[src/rtl/textlcd_rx.sv]
`default_nettype none
// ============================================================================
// Module   : textlcd_rx
// Brief    : Character-LCD bus receiver. Oversamples E/RS/RW/DATA, decodes
//            HD44780 writes and keeps a 2x16 character mirror plus mode bits.
// Revision : 1.0 - initial release
// ============================================================================
module textlcd_rx #(
    parameter int         SYNC_STAGES = 2,
    parameter logic [7:0] CLEAR_CHAR  = 8'h20
) (
    input  logic       clk,
    input  logic       reset,
    input  logic       lcd_e,
    input  logic       lcd_rs,
    input  logic       lcd_rw,
    input  logic [7:0] lcd_data,
    input  logic [4:0] rd_idx,
    output logic [7:0] rd_char,
    output logic [6:0] ddram_addr,
    output logic       entry_inc,
    output logic       disp_on,
    output logic       two_line,
    output logic       busy,
    output logic       wr_strobe,
    output logic       overrun,
    output logic       read_req
);

    localparam logic [0:0] c_ST_IDLE  = 1'b0;
    localparam logic [0:0] c_ST_CLEAR = 1'b1;

    // Bus bundle layout: {e, rs, rw, data[7:0]}
    logic [10:0] r_sync [SYNC_STAGES];
    logic [10:0] w_smp;
    logic [10:0] r_prev;

    always_ff @(posedge clk) begin
        if (reset) r_sync[0] <= '0;
        else       r_sync[0] <= {lcd_e, lcd_rs, lcd_rw, lcd_data};
    end

    generate
        for (genvar gi = 1; gi < SYNC_STAGES; gi++) begin : g_sync
            always_ff @(posedge clk) begin
                if (reset) r_sync[gi] <= '0;
                else       r_sync[gi] <= r_sync[gi-1];
            end
        end
    endgenerate

    assign w_smp = r_sync[SYNC_STAGES-1];

    always_ff @(posedge clk) begin
        if (reset) r_prev <= '0;
        else       r_prev <= w_smp;
    end

    // Transfer on falling E; fields come from the last sample with E high.
    logic       w_xfer;
    logic       w_rs;
    logic       w_rw;
    logic [7:0] w_d;

    assign w_xfer = r_prev[10] & ~w_smp[10];
    assign w_rs   = r_prev[9];
    assign w_rw   = r_prev[8];
    assign w_d    = r_prev[7:0];

    logic [0:0] r_state;
    logic [0:0] w_state_nxt;
    logic [4:0] r_k;
    logic       w_start_clear;

    assign busy          = (r_state == c_ST_CLEAR);
    assign w_start_clear = w_xfer & ~w_rw & ~w_rs & ~busy & (w_d == 8'h01);

    always_ff @(posedge clk) begin
        if (reset) r_state <= c_ST_IDLE;
        else       r_state <= w_state_nxt;
    end

    always_comb begin
        w_state_nxt = r_state;
        case (r_state)
            c_ST_IDLE:  if (w_start_clear) w_state_nxt = c_ST_CLEAR;
            c_ST_CLEAR: if (r_k == 5'd31)  w_state_nxt = c_ST_IDLE;
            default:    w_state_nxt = c_ST_IDLE;
        endcase
    end

    always_ff @(posedge clk) begin
        if (reset)              r_k <= 5'd0;
        else if (w_start_clear) r_k <= 5'd0;
        else if (busy)          r_k <= r_k + 5'd1;
    end

    // Address advance with the HD44780 two-line wrap points.
    logic [6:0] w_addr_nxt;

    always_comb begin
        w_addr_nxt = ddram_addr;
        if (entry_inc) begin
            if      (ddram_addr == 7'h27) w_addr_nxt = 7'h40;
            else if (ddram_addr == 7'h67) w_addr_nxt = 7'h00;
            else                          w_addr_nxt = ddram_addr + 7'd1;
        end else begin
            if      (ddram_addr == 7'h00) w_addr_nxt = 7'h67;
            else if (ddram_addr == 7'h40) w_addr_nxt = 7'h27;
            else                          w_addr_nxt = ddram_addr - 7'd1;
        end
    end

    always_ff @(posedge clk) begin
        if (reset) begin
            ddram_addr <= 7'h00;
            entry_inc  <= 1'b1;
            disp_on    <= 1'b0;
            two_line   <= 1'b0;
            wr_strobe  <= 1'b0;
            overrun    <= 1'b0;
            read_req   <= 1'b0;
        end else begin
            wr_strobe <= 1'b0;
            overrun   <= 1'b0;
            read_req  <= 1'b0;
            if (w_xfer) begin
                if (w_rw) begin
                    read_req <= 1'b1;
                end else if (busy) begin
                    overrun <= 1'b1;
                end else begin
                    wr_strobe <= 1'b1;
                    if (w_rs) begin
                        ddram_addr <= w_addr_nxt;
                    end else begin
                        casez (w_d)
                            8'b1???????: ddram_addr <= w_d[6:0];
                            8'b01??????: ;
                            8'b001?????: two_line   <= w_d[3];
                            8'b0001????: ;
                            8'b00001???: disp_on    <= w_d[2];
                            8'b000001??: entry_inc  <= w_d[1];
                            8'b0000001?: ddram_addr <= 7'h00;
                            8'b00000001: begin
                                ddram_addr <= 7'h00;
                                entry_inc  <= 1'b1;
                            end
                            default: ;
                        endcase
                    end
                end
            end
        end
    end

    // Single write port: clear sweep and data writes never overlap.
    logic [7:0] r_mem [32];
    logic       w_we;
    logic [4:0] w_waddr;
    logic [7:0] w_wdata;

    always_comb begin
        w_we    = 1'b0;
        w_waddr = 5'd0;
        w_wdata = CLEAR_CHAR;
        if (busy) begin
            w_we    = 1'b1;
            w_waddr = r_k;
            w_wdata = CLEAR_CHAR;
        end else if (w_xfer && !w_rw && w_rs && (ddram_addr[5:4] == 2'b00)) begin
            w_we    = 1'b1;
            w_waddr = {ddram_addr[6], ddram_addr[3:0]};
            w_wdata = w_d;
        end
    end

    always_ff @(posedge clk) begin
        if (reset) begin
            for (int i = 0; i < 32; i++) r_mem[i] <= CLEAR_CHAR;
            rd_char <= CLEAR_CHAR;
        end else begin
            rd_char <= r_mem[rd_idx];
            if (w_we) r_mem[w_waddr] <= w_wdata;
        end
    end

endmodule
`default_nettype wire

[config.mk]
export PLATFORM = sky130hd
export DESIGN_NAME = textlcd_rx
export DESIGN_NICKNAME = d
export VERILOG_FILES = /design/src/rtl/textlcd_rx.sv
export SDC_FILE = /design/constraint.sdc
export NUM_CORES = 1
export LEC_CHECK = 0
export ABC_AREA = 1
export CORE_MARGIN = 5
export CORE_UTILIZATION = 56
export DETAILED_ROUTE_END_ITERATION = 8
export GPL_TIMING_DRIVEN = 0
export PLACE_DENSITY = 0.75
export SYNTH_ARGS = -nofsm -noshare
export SYNTH_HDL_FRONTEND = slang
export SYNTH_SLANG_ARGS = --single-unit
[constraint.sdc]
create_clock -name clk -period 2.2 [get_ports clk]
set_input_delay 0.44 -clock clk [delete_from_list [all_inputs] [get_ports clk]]
set_output_delay 0.44 -clock clk [all_outputs]
set_load 0.02 [all_outputs]
==> results.md <==
- Starting density of the core: 56.5%
- CTS sink cnt: 316
- Ys async rst share: 0%
- Post-Syn Nets: 1551
- GPL Wtd Cong: 1.01
- First-pass GRT wire length: ~63 mm
- Yosys warns: 0
- Vias in the first global route: 11300
- Synthesized instance count: approximately 1500
- WL final: 41.9 mm
- Status: complete, but fails checks
- Pwr/cell area: 751 nW/µm²
- Critical Path RT: 2470 ps
- #FFs+latches synth: approximately 320
- Hold Vio Cnt, Final: 0
- DR pass1 iterations: 7
- Cell row count: 58
- Max FO, Critical Path: 8
- Tcrit/Tclk final: 101%
- Number of fill cells: 1839
- Via density: 5.92
- Arrival @ worst endpoint: 2500 ps
- Final setup fails: 16
- Final core area utilization: 68.8%
- Final net count: 1669
- Total track usage: 28.5%
- Gr ovfl total: 0
- Die width: about 170 µm
- Final count of pins violating max slew: 0
- Setup Skew: roughly 12 ps
- Routed wire length per instance: ~21 µm
- Commonest non-fill, non-tap cell in the layout: nor2_1
- # DRC: 0
- Post-synth top flop: edfxtp_1
- Iter 0 DRT Violations: 1705
- Port buffer count: 37
- Final Critical Period: approximately 2200 ps
- CTS tree: yes
- Maxcap violations: 0
- Max Freq: 450 MHz
- DR vias: 11800
- TritonCTS Buffers: 31
- Synth unique cells: 33
- Failing checks: negative setup slack
- Ports: 40
- Die area: 28500 µm²
- CTS clock-pin slew for the worst setup and hold paths: around 60 ps
- Leakage: 0.00644 µW
- Mapped Area: 14100 µm²
- Synth Area per Inst: 9.23 µm²
- Share of cells above drive strength 1: 15.4%
- Worst slew pin tran: 1080 ps
- PnR worst setup slack: -23.8 ps
- Setup TNS: -291 ps
- Post-synth EDFFs: approximately 260
- Crit start category: flop
- Area Overhead vs Synth: 21.9%
- Htree depth: 1
- RSZ-0062 raised after global routing: true
- Commonest non-fill, non-tap cells in the layout: 348 x nor2_1, 283 x nand2_1, 256 x edfxtp_1
- Antenna violations before repair: 1
- Worst hold path class: primary input to flop
- IR drop worst, VDD: 512 µV
- Sequential fraction of the synthesis area: around 63%
- Core ar.: 25000 µm²
- Worst skew pair latency: 570 ps
- HPWL after detailed placement: 27.6 mm
- Critical path capture point type: flop
- Clock buffer depth: 3
- Critical path type: flop to flop
- CTS root buf: clkbuf_16
- Slew margin rel.: 28.1%
- Largest net degree at the start of global routing: 20
- Diodes inserted: 0
- Die Y: 169 µm
- Post-DRT Antenna Nets: 0
cells by family after synthesis:
family | Yosys count | share of synthesized area, %
AND/OR/NAND/NOR | 932 | 27.6
XOR/XNOR | 6 | 0.373
adder cells (fa/ha/maj) | 5 | 0.444
flip-flops | 316 | 63.0
buffers and inverters | 159 | 4.34
AO/OA/AOI/OAI | 110 | 4.22
repair_timing:
item | 4_1_cts | 5_1_grt
hold buffers | 0 | 0
setup buffers | 23 | 25
cloned | 0 | 1
pin swaps | 12 | 17
setup endpoints to repair | 493 | 410
resized for setup | 138 | 120
through the flow:
stage	cells	power [µW]	hold slack (ps)	instance area (µm²)	setup WS (ps)
finish	2001	12900	384	17200	-23.8
global route	2001	13200	378	17200	-113
floorplan	1528	7270	388	14100	-32.3
detailed placement	1895	7610	393	14900	-1000
global placement	1895	7590	392	14900	-961
CTS	1975	12800	372	16500	-6.07
area by class of cell:
class	count	area, µm²	area share, %
inverter	68	255	1.49
buffer	90	468	2.72
clock inverter	15	126	0.735
timing repair buffer	86	837	4.87
clock buffer	43	886	5.15
multi-input combinational	1053	5310	30.9
sequential	316	8890	51.7
tap	330	413	2.40
worst paths after layout:
check | startpoint | endpoint | slack [ps] | cells past startpoint
max | ddram_addr[4] | r_mem[30][0] | -20 | 10
min | lcd_e | r_sync[0][10] | 380 | 3
max reg2reg | ddram_addr[4] | r_mem[30][0] | -20 | 10
min reg2reg | r_sync[0][8] | r_sync[1][8] | 400 | 2
power by group:
group          internal, µW  leakage (µW)  switching, µW
logic                   269       0.00291            653
registers              6610       0.00302           55.1
clock network          3040      0.000510           2280
flip-flops by register name, indices dropped and copies added (netlist names):
signal	cells
r_prev	11
disp_on	1
ddram_addr	7
two_line	1
overrun	1
wr_strobe	1
rd_char	8
r_sync	22
r_mem	256
r_k	5
busy	1
read_req	1
entry_inc	1
critical path, cell delays in order (launching register included):
cell and delay (ps):
dfxtp_2 330, buf_6 130, nor3_4 220, nand2_4 140
o21ai_4 240, buf_6 130, nand2_4 60, nor2_4 300
buf_6 170, nand2_8 80, nand2_8 110
layer usage:
metal | routed length (µm) | share of wire, % | GRT usage, % | vias to the layer above
met1 | 14700 | 35 | 36.9 | 5509
met5 | 13 | 0.031 | 0 | -
met2 | 19500 | 46 | 46.3 | 809
met3 | 5460 | 13 | 6.28 | 188
li1 | - | - | - | 5333
met4 | 2270 | 5.4 | 12.8 | 2
Yosys cell counts (5+ instances only):
cell / instances / area [µm²]
nor2_1: 355 / 1330
nand2_1: 346 / 1300
edfxtp_1: 256 / 7690
nand3_1: 192 / 961
clkbuf_1: 71 / 267
o21ai_0: 65 / 325
inv_1: 62 / 233
dfxtp_1: 60 / 1200
a21oi_1: 29 / 145
buf_1: 14 / 52.6
nand2_2: 9 / 56.3
nor2_4: 7 / 78.8
nand4_1: 6 / 37.5
o211ai_1: 6 / 45.0
o22ai_1: 6 / 37.5
ha_1: 5 / 62.6
xor2_1: 5 / 43.8
(Power assumes the default switching activity.)
